`src/rtl/ram_sched_pkg.sv`:
```
`default_nettype none
// ============================================================================
// Module   : ram_sched_pkg
// Brief    : Shared types and the per-layer table for the RAM write scheduler.
// Revision : 1.0 - initial release
// ============================================================================
package ram_sched_pkg;

    localparam int ADDR_W      = 13;
    localparam int FIDX_W      = 9;
    localparam int SIDE_STRIDE = 8;
    localparam int LAYER_W     = 3;
    localparam int WORD_W      = 4;   // word offset within a feature, widest stride is 16
    localparam int SHIFT_W     = 3;
    localparam int NUM_LAYERS  = 8;

    typedef enum logic [1:0] {
        ST_IDLE = 2'd0,
        ST_TOP  = 2'd1,
        ST_SIDE = 2'd2,
        ST_DONE = 2'd3
    } state_t;

    // A zero feature count marks a layer as unsupported.
    localparam logic [FIDX_W:0] LAYER_NUM_FEAT [NUM_LAYERS] = '{
        10'd4, 10'd64, 10'd128, 10'd256, 10'd512, 10'd512, 10'd0, 10'd0
    };

    localparam logic [SHIFT_W-1:0] LAYER_TOP_SHIFT [NUM_LAYERS] = '{
        3'd4, 3'd4, 3'd3, 3'd2, 3'd1, 3'd0, 3'd0, 3'd0
    };

endpackage
`default_nettype wire

```
`src/rtl/layer_cfg_lut.sv`:
```
`default_nettype none
// ============================================================================
// Module   : layer_cfg_lut
// Brief    : Maps a conv layer index to its last feature, top stride shift
//            and supported flag.
// Revision : 1.0 - initial release
// ============================================================================
module layer_cfg_lut #(
    parameter int FIDX_W = ram_sched_pkg::FIDX_W
) (
    input  logic [ram_sched_pkg::LAYER_W-1:0] i_layer,
    output logic [FIDX_W-1:0]                 o_last_feature,
    output logic [ram_sched_pkg::SHIFT_W-1:0] o_top_shift,
    output logic                              o_supported
);
    import ram_sched_pkg::*;

    logic [ram_sched_pkg::FIDX_W:0] w_num_feat;

    always_comb begin
        w_num_feat     = LAYER_NUM_FEAT[i_layer];
        o_supported    = (w_num_feat != '0);
        o_last_feature = o_supported ? FIDX_W'(w_num_feat - 1'b1) : '0;
        o_top_shift    = LAYER_TOP_SHIFT[i_layer];
    end

endmodule
`default_nettype wire

```
`src/rtl/ram_wr_scheduler.sv`:
```
`default_nettype none
// ============================================================================
// Module   : ram_wr_scheduler
// Brief    : Sequences write-back of one conv layer's features into the top
//            and side feature RAMs, one registered write per accepted beat.
// Revision : 1.0 - initial release
// ============================================================================
module ram_wr_scheduler #(
    parameter int ADDR_W      = ram_sched_pkg::ADDR_W,
    parameter int FIDX_W      = ram_sched_pkg::FIDX_W,
    parameter int SIDE_STRIDE = ram_sched_pkg::SIDE_STRIDE
) (
    input  logic              clk_i,
    input  logic              rst_n_i,
    input  logic              start_i,
    input  logic [2:0]        conv_layer_index_i,
    input  logic              abort_i,
    input  logic              data_valid_i,
    output logic              data_ready_o,
    output logic              busy_o,
    output logic              done_o,
    output logic              err_o,
    output logic [FIDX_W-1:0] feature_index_o,
    output logic              top_we_o,
    output logic [ADDR_W-1:0] top_addr_o,
    output logic              side_we_o,
    output logic [ADDR_W-1:0] side_addr_o
);
    import ram_sched_pkg::*;

    localparam int                c_side_shift = $clog2(SIDE_STRIDE);
    localparam logic [WORD_W-1:0] c_side_last  = WORD_W'(SIDE_STRIDE - 1);

    state_t              r_state, w_state_next;
    logic [FIDX_W-1:0]   r_feat, w_feat_next;
    logic [WORD_W-1:0]   r_word, w_word_next;
    logic [FIDX_W-1:0]   r_last_feat, w_last_feat_next;
    logic [SHIFT_W-1:0]  r_top_shift, w_top_shift_next;
    logic                r_top_we, w_top_we_next;
    logic [ADDR_W-1:0]   r_top_addr, w_top_addr_next;
    logic                r_side_we, w_side_we_next;
    logic [ADDR_W-1:0]   r_side_addr, w_side_addr_next;
    logic                r_done, w_done_next;
    logic                r_err, w_err_next;
    logic                r_busy, w_busy_next;

    logic [FIDX_W-1:0]   w_lut_last;
    logic [SHIFT_W-1:0]  w_lut_shift;
    logic                w_lut_supported;
    logic                w_ready, w_beat, w_top_word_last;
    logic [ADDR_W-1:0]   w_top_addr_calc, w_side_addr_calc;

    // Config is captured from the live layer input at start, so one LUT suffices.
    layer_cfg_lut #(
        .FIDX_W (FIDX_W)
    ) u_layer_cfg_lut (
        .i_layer        (conv_layer_index_i),
        .o_last_feature (w_lut_last),
        .o_top_shift    (w_lut_shift),
        .o_supported    (w_lut_supported)
    );

    assign w_ready          = (r_state == ST_TOP) || (r_state == ST_SIDE);
    assign w_beat           = w_ready && data_valid_i;
    assign w_top_addr_calc  = (ADDR_W'(r_feat) << r_top_shift) + ADDR_W'(r_word);
    assign w_side_addr_calc = (ADDR_W'(r_feat) << c_side_shift) + ADDR_W'(r_word);
    // One extra bit keeps stride-1 exact when the stride equals 2**WORD_W.
    assign w_top_word_last  = ({1'b0, r_word} ==
                               (((WORD_W+1)'(1) << r_top_shift) - (WORD_W+1)'(1)));

    always_comb begin
        w_state_next     = r_state;
        w_feat_next      = r_feat;
        w_word_next      = r_word;
        w_last_feat_next = r_last_feat;
        w_top_shift_next = r_top_shift;
        w_top_we_next    = 1'b0;
        w_top_addr_next  = r_top_addr;
        w_side_we_next   = 1'b0;
        w_side_addr_next = r_side_addr;
        w_done_next      = 1'b0;
        w_err_next       = 1'b0;

        case (r_state)
            ST_IDLE: begin
                if (start_i) begin
                    if (w_lut_supported) begin
                        w_state_next     = ST_TOP;
                        w_feat_next      = '0;
                        w_word_next      = '0;
                        w_last_feat_next = w_lut_last;
                        w_top_shift_next = w_lut_shift;
                    end else begin
                        w_err_next = 1'b1;
                    end
                end
            end
            ST_TOP: begin
                if (w_beat) begin
                    w_top_we_next   = 1'b1;
                    w_top_addr_next = w_top_addr_calc;
                    if (w_top_word_last) begin
                        w_word_next  = '0;
                        w_state_next = ST_SIDE;
                    end else begin
                        w_word_next = r_word + 1'b1;
                    end
                end
            end
            ST_SIDE: begin
                if (w_beat) begin
                    w_side_we_next   = 1'b1;
                    w_side_addr_next = w_side_addr_calc;
                    if (r_word == c_side_last) begin
                        w_word_next = '0;
                        if (r_feat == r_last_feat) begin
                            w_state_next = ST_DONE;
                        end else begin
                            w_feat_next  = r_feat + 1'b1;
                            w_state_next = ST_TOP;
                        end
                    end else begin
                        w_word_next = r_word + 1'b1;
                    end
                end
            end
            ST_DONE: begin
                w_done_next  = 1'b1;
                w_state_next = ST_IDLE;
            end
            default: w_state_next = ST_IDLE;
        endcase

        // Abort discards everything, including a beat accepted this cycle.
        if (abort_i) begin
            w_state_next   = ST_IDLE;
            w_feat_next    = '0;
            w_word_next    = '0;
            w_top_we_next  = 1'b0;
            w_side_we_next = 1'b0;
            w_done_next    = 1'b0;
            w_err_next     = 1'b0;
        end

        w_busy_next = (w_state_next != ST_IDLE);
    end

    always_ff @(posedge clk_i or negedge rst_n_i) begin
        if (!rst_n_i) begin
            r_state     <= ST_IDLE;
            r_feat      <= '0;
            r_word      <= '0;
            r_last_feat <= '0;
            r_top_shift <= '0;
            r_top_we    <= 1'b0;
            r_top_addr  <= '0;
            r_side_we   <= 1'b0;
            r_side_addr <= '0;
            r_done      <= 1'b0;
            r_err       <= 1'b0;
            r_busy      <= 1'b0;
        end else begin
            r_state     <= w_state_next;
            r_feat      <= w_feat_next;
            r_word      <= w_word_next;
            r_last_feat <= w_last_feat_next;
            r_top_shift <= w_top_shift_next;
            r_top_we    <= w_top_we_next;
            r_top_addr  <= w_top_addr_next;
            r_side_we   <= w_side_we_next;
            r_side_addr <= w_side_addr_next;
            r_done      <= w_done_next;
            r_err       <= w_err_next;
            r_busy      <= w_busy_next;
        end
    end

    assign data_ready_o    = w_ready;
    assign busy_o          = r_busy;
    assign done_o          = r_done;
    assign err_o           = r_err;
    assign feature_index_o = r_feat;
    assign top_we_o        = r_top_we;
    assign top_addr_o      = r_top_addr;
    assign side_we_o       = r_side_we;
    assign side_addr_o     = r_side_addr;

endmodule
`default_nettype wire

```
`config.mk`:
```
export PLATFORM = sky130hd
export DESIGN_NAME = ram_wr_scheduler
export DESIGN_NICKNAME = d
export VERILOG_FILES = /design/src/rtl/ram_sched_pkg.sv /design/src/rtl/layer_cfg_lut.sv /design/src/rtl/ram_wr_scheduler.sv
export SDC_FILE = /design/constraint.sdc
export NUM_CORES = 1
export LEC_CHECK = 0
export ABC_AREA = 1
export BUFFER_PORTS_ARGS = -buffer_cell sky130_fd_sc_hd__buf_4
export CAP_MARGIN = 10
export CORE_MARGIN = 5
export CORE_UTILIZATION = 54
export CTS_CLUSTER_DIAMETER = 50
export CTS_CLUSTER_SIZE = 12
export DETAILED_ROUTE_END_ITERATION = 7
export PLACE_DENSITY = 0.76
export SETUP_SLACK_MARGIN = 0.05
export SLEW_MARGIN = 15
export SYNTH_ARGS = -nofsm -noshare
export SYNTH_HDL_FRONTEND = slang
export SYNTH_SLANG_ARGS = --single-unit
```
`constraint.sdc`:
```
create_clock -name clk_i -period 3.1 [get_ports clk_i]
set_input_delay 0.155 -clock clk_i [delete_from_list [all_inputs] [get_ports clk_i]]
set_output_delay 0.155 -clock clk_i [all_outputs]
set_load 0.02 [all_outputs]
```
==> results by group <==
Run status
  – Status: finished, final reports clean

Global routing
  – GRT Total Usage: 20.5%
  – Largest net degree at the start of global routing: 55
  – Antenna violations before repair: 0
  – Grt total ovfl: 0
  – First-pass GRT wire length: 14.2 mm
  – Vias in the first global route: roughly 3.1k

Cells and area
  – # diodes: 0
  – Design area: 3940 µm²
  – P&R area growth vs syn: 12.8%
  – Fin util: 62.4%
  – Layout cells sized above 1: 16.4%
  – Nets: 537

Floorplanning
  – Initial Util: 55.3%
  – Die X: 90.4 µm
  – # IOs: 49
  – Core footprint: 6310 µm²
  – Num rows: 29
  – Die H: 90.4 µm
  – Die ar.: 8170 µm²

Timing
  – Final Cycle Share: 78.9%
  – Maximum clock rate: 409 MHz
  – RSZ-0062 raised after global routing: no
  – Clk_skew: between 0.006 and 0.007 ns
  – Fin. Hold Viols: 0
  – Final setup vio count: 0
  – Final slew viol count: 0
  – Worst slew margin: between 50% and 60%
  – Worst slew pin tran: 0.696 ns
  – Post-Route Setup TNS: 0 ns
  – Setup ws final: 0.656 ns
  – Final min period: around 2.4 ns

Placement
  – Area of placed instances: 3840 µm²
  – Pre-CTS WS: 0.689 ns
  – GPL Wtd Cong: 0.896
  – Dpl hpwl: roughly 6 mm
  – Port Buffer Count: 48

Routing
  – Post-route ant nets: 0
  – Vias per cell: 5.29
  – Via count: 3141
  – Pre-antenna DRT Iters: 4
  – Per-cell routed wire length: 13.4 µm
  – Drt drc: 0
  – Initial drt markers: 171
  – Final wirelength: 7.94 mm

Critical path
  – Reg-to-Reg Start: r_top_shift[0]
  – Worst Setup SP: r_top_shift[0]
  – Crit path arrival time: 2.64 ns
  – CP Launch Type: flop
  – Critical path required time: 3.30 ns
  – Critical path peak fanout: 13
  – CP Capture Type: flop
  – CP Class: reg -> reg

Logic synthesis
  – Yosys reg bits: 54
  – Synth Area in Compound Gates: 8.96%
  – Fraction of registers with async set/reset: 100%
  – Synth Instances: 476
  – Syn Area/Cell: approximately 7.3 µm²
  – Post-Synth XOR/XNOR Area: 4.48%
  – Main combinational cell family by area after synthesis: simple AND/OR/NAND/NOR gates
  – Simple-gate share of the synthesized area: 33.8%
  – Synth warn: 0
  – Adder-Cell Fraction of Synth Area: ~4.9%
  – Synthesized area: 3490 µm²
  – EDFF count, synth: 0
  – Synth unique cells: 38
  – Syn Nets: 497
  – Post-synthesis sequential area ratio: 38.7%
  – Synth Flop Type: dfrtp_1
  – Mux cell area share after synthesis: 0%

Power
  – Peak VDD IR: approximately 0.47 mV
  – Power per Cell Area: 698 nW/µm²
  – P_leak: 2.06 nW
  – Final total power: approximately 2.7 mW

Clock network
  – Clock latency on the worst-skew pair: ~0.3 ns
  – CTS tree: built
  – Longest Clk Path Bufs: 2
  – Number of clock sinks: 54
  – Clock transition at path regs: 0.09 ns
  – Clock root buffer: clkbuf_8
  – Resized cells post-CTS: 0
  – H-Tree Depth: 2
  – CTS buffer count: 5

Run
  – MaxCap Viol Count: 0

Worst hold path
  – Worst hold start: conv_layer_index_i[0]
  – Worst hold path class: in -> reg
==> path summary, 6_finish.rpt <==
check                           slack, ns             end  cells past startpoint
max in group asynchronous            2.20  r_top_shift[2]                      2
worst max-delay path                 0.66   top_addr_o[7]                     15
worst min-delay path                 0.07  r_top_shift[0]                      2
worst min register to register       0.48  top_addr_o[11]                      2
worst max register to register       0.66   top_addr_o[7]                     15
min in group asynchronous            0.41  side_addr_o[6]                      2
==> synthesized netlist by cell type, types with 2 or more instances <==
| library cell | n | area [µm²] |
|---|---|---|
| xor2_1 | 15 | 131 |
| o21ai_2 | 2 | 17.5 |
| nand4_1 | 4 | 25.0 |
| nor2_1 | 29 | 109 |
| nor3_1 | 9 | 45.0 |
| o21ai_1 | 11 | 55.1 |
| o21ai_0 | 22 | 110 |
| clkbuf_2 | 2 | 10.0 |
| inv_4 | 2 | 12.5 |
| buf_6 | 6 | 67.6 |
| nand3_2 | 2 | 20.0 |
| nor2_2 | 2 | 12.5 |
| nor4_1 | 3 | 18.8 |
| nor2_4 | 3 | 33.8 |
| dfrtp_1 | 54 | 1350 |
| nand3_1 | 57 | 285 |
| a21oi_1 | 13 | 65.1 |
| nand2_1 | 142 | 533 |
| inv_1 | 48 | 180 |
| clkbuf_1 | 6 | 22.5 |
| buf_2 | 2 | 10.0 |
| o31ai_1 | 2 | 15.0 |
| nand2_2 | 12 | 75.1 |
| ha_1 | 12 | 150 |
| inv_2 | 3 | 11.3 |
==> through the flow <==
step	instances	hold slack, ns
final	594	0.0688
after global routing	594	0.0566
after CTS	594	0.0597
after detailed placement	585	0.246
after global placement	585	0.237
after floorplan	476	-0.141
==> cells by family (layout without fill, tap and decap cells) <==
| logic type | after synthesis | after routing |
|---|---|---|
| XOR/XNOR | 17 | 17 |
| adder cells (fa/ha/maj) | 13 | 13 |
| flip-flops | 54 | 54 |
| buffers and inverters | 70 | 111 |
| AO/OA/AOI/OAI | 56 | 56 |
| AND/OR/NAND/NOR | 266 | 266 |
==> critical path, cell delays in order, from the launching register on <==
cell and delay (ns):
dfrtp_1 0.60, inv_2 0.20, nand2_1 0.12, nand3_1 0.11, nand2_1 0.08, nor2_1 0.04, ha_1 0.37, nand3_1 0.09
nand2_1 0.09, nand2_1 0.07, nand2_1 0.07, nand2_2 0.08, nor2_4 0.16, a21oi_1 0.08, o21ai_0 0.11, nand2_1 0.07
==> power by group <==
| group | total [mW] | switching [mW] | internal (mW) |
|---|---|---|---|
| sequential | 1.03 | 0.171 | 0.861 |
| clock | 0.403 | 0.222 | 0.181 |
| combinational | 1.31 | 0.863 | 0.451 |
==> per-layer routing <==
metal | vias up | share of wire [%] | global-route usage, % | wire, µm
met5 | - | 0 | 0 | 0
met4 | 0 | 0.98 | 4.47 | 78
met3 | 9 | 5.5 | 3.92 | 433
met2 | 86 | 46 | 33.7 | 3660
met1 | 1435 | 47 | 28.2 | 3770
li1 | 1611 | - | - | -
==> cell usage in the layout (no fill, tap or decap), types with 3 or more instances in the layout <==
master    synthesis  final
a21oi_1          13     13
buf_4             0     48
clkbuf_8          0      6
dfrtp_1          54     54
ha_1             12     12
inv_1            48     48
inv_2             3      3
nand2_1         142    142
nand2_2          12     12
nand3_1          57     57
nand4_1           4      4
nor2_1           29     29
nor2_4            3      3
nor3_1            9      9
nor4_1            3      3
o21ai_0          22     22
o21ai_1          11     11
xor2_1           15     15
==> registers in the layout (all words and copies together), names as in the netlist <==
register and count:
err_o 1, top_we_o 1, done_o 1, r_last_feat 5, r_state 2, feature_index_o 9, side_addr_o 13, busy_o 1
r_word 4, r_top_shift 3, top_addr_o 13, side_we_o 1
==> area by class of cell <==
| type | instances | area, µm² |
|---|---|---|
| clock inverters | 1 | 5.00 |
| flip-flops and latches | 54 | 1350 |
| fillers | 611 | 2380 |
| clock buffers | 7 | 86.3 |
| inverters | 54 | 208 |
| well taps | 77 | 96.3 |
| repair buffers | 49 | 370 |
| multi-input cells | 352 | 1820 |
==> what timing repair did <==
item / in CTS / in global routing
endpoints found under the hold margin: 54 / 0
hold buffers: 1 / 0
setup buffers: 0 / 0
No activity file was read; power rests on OpenSTA's default activity.
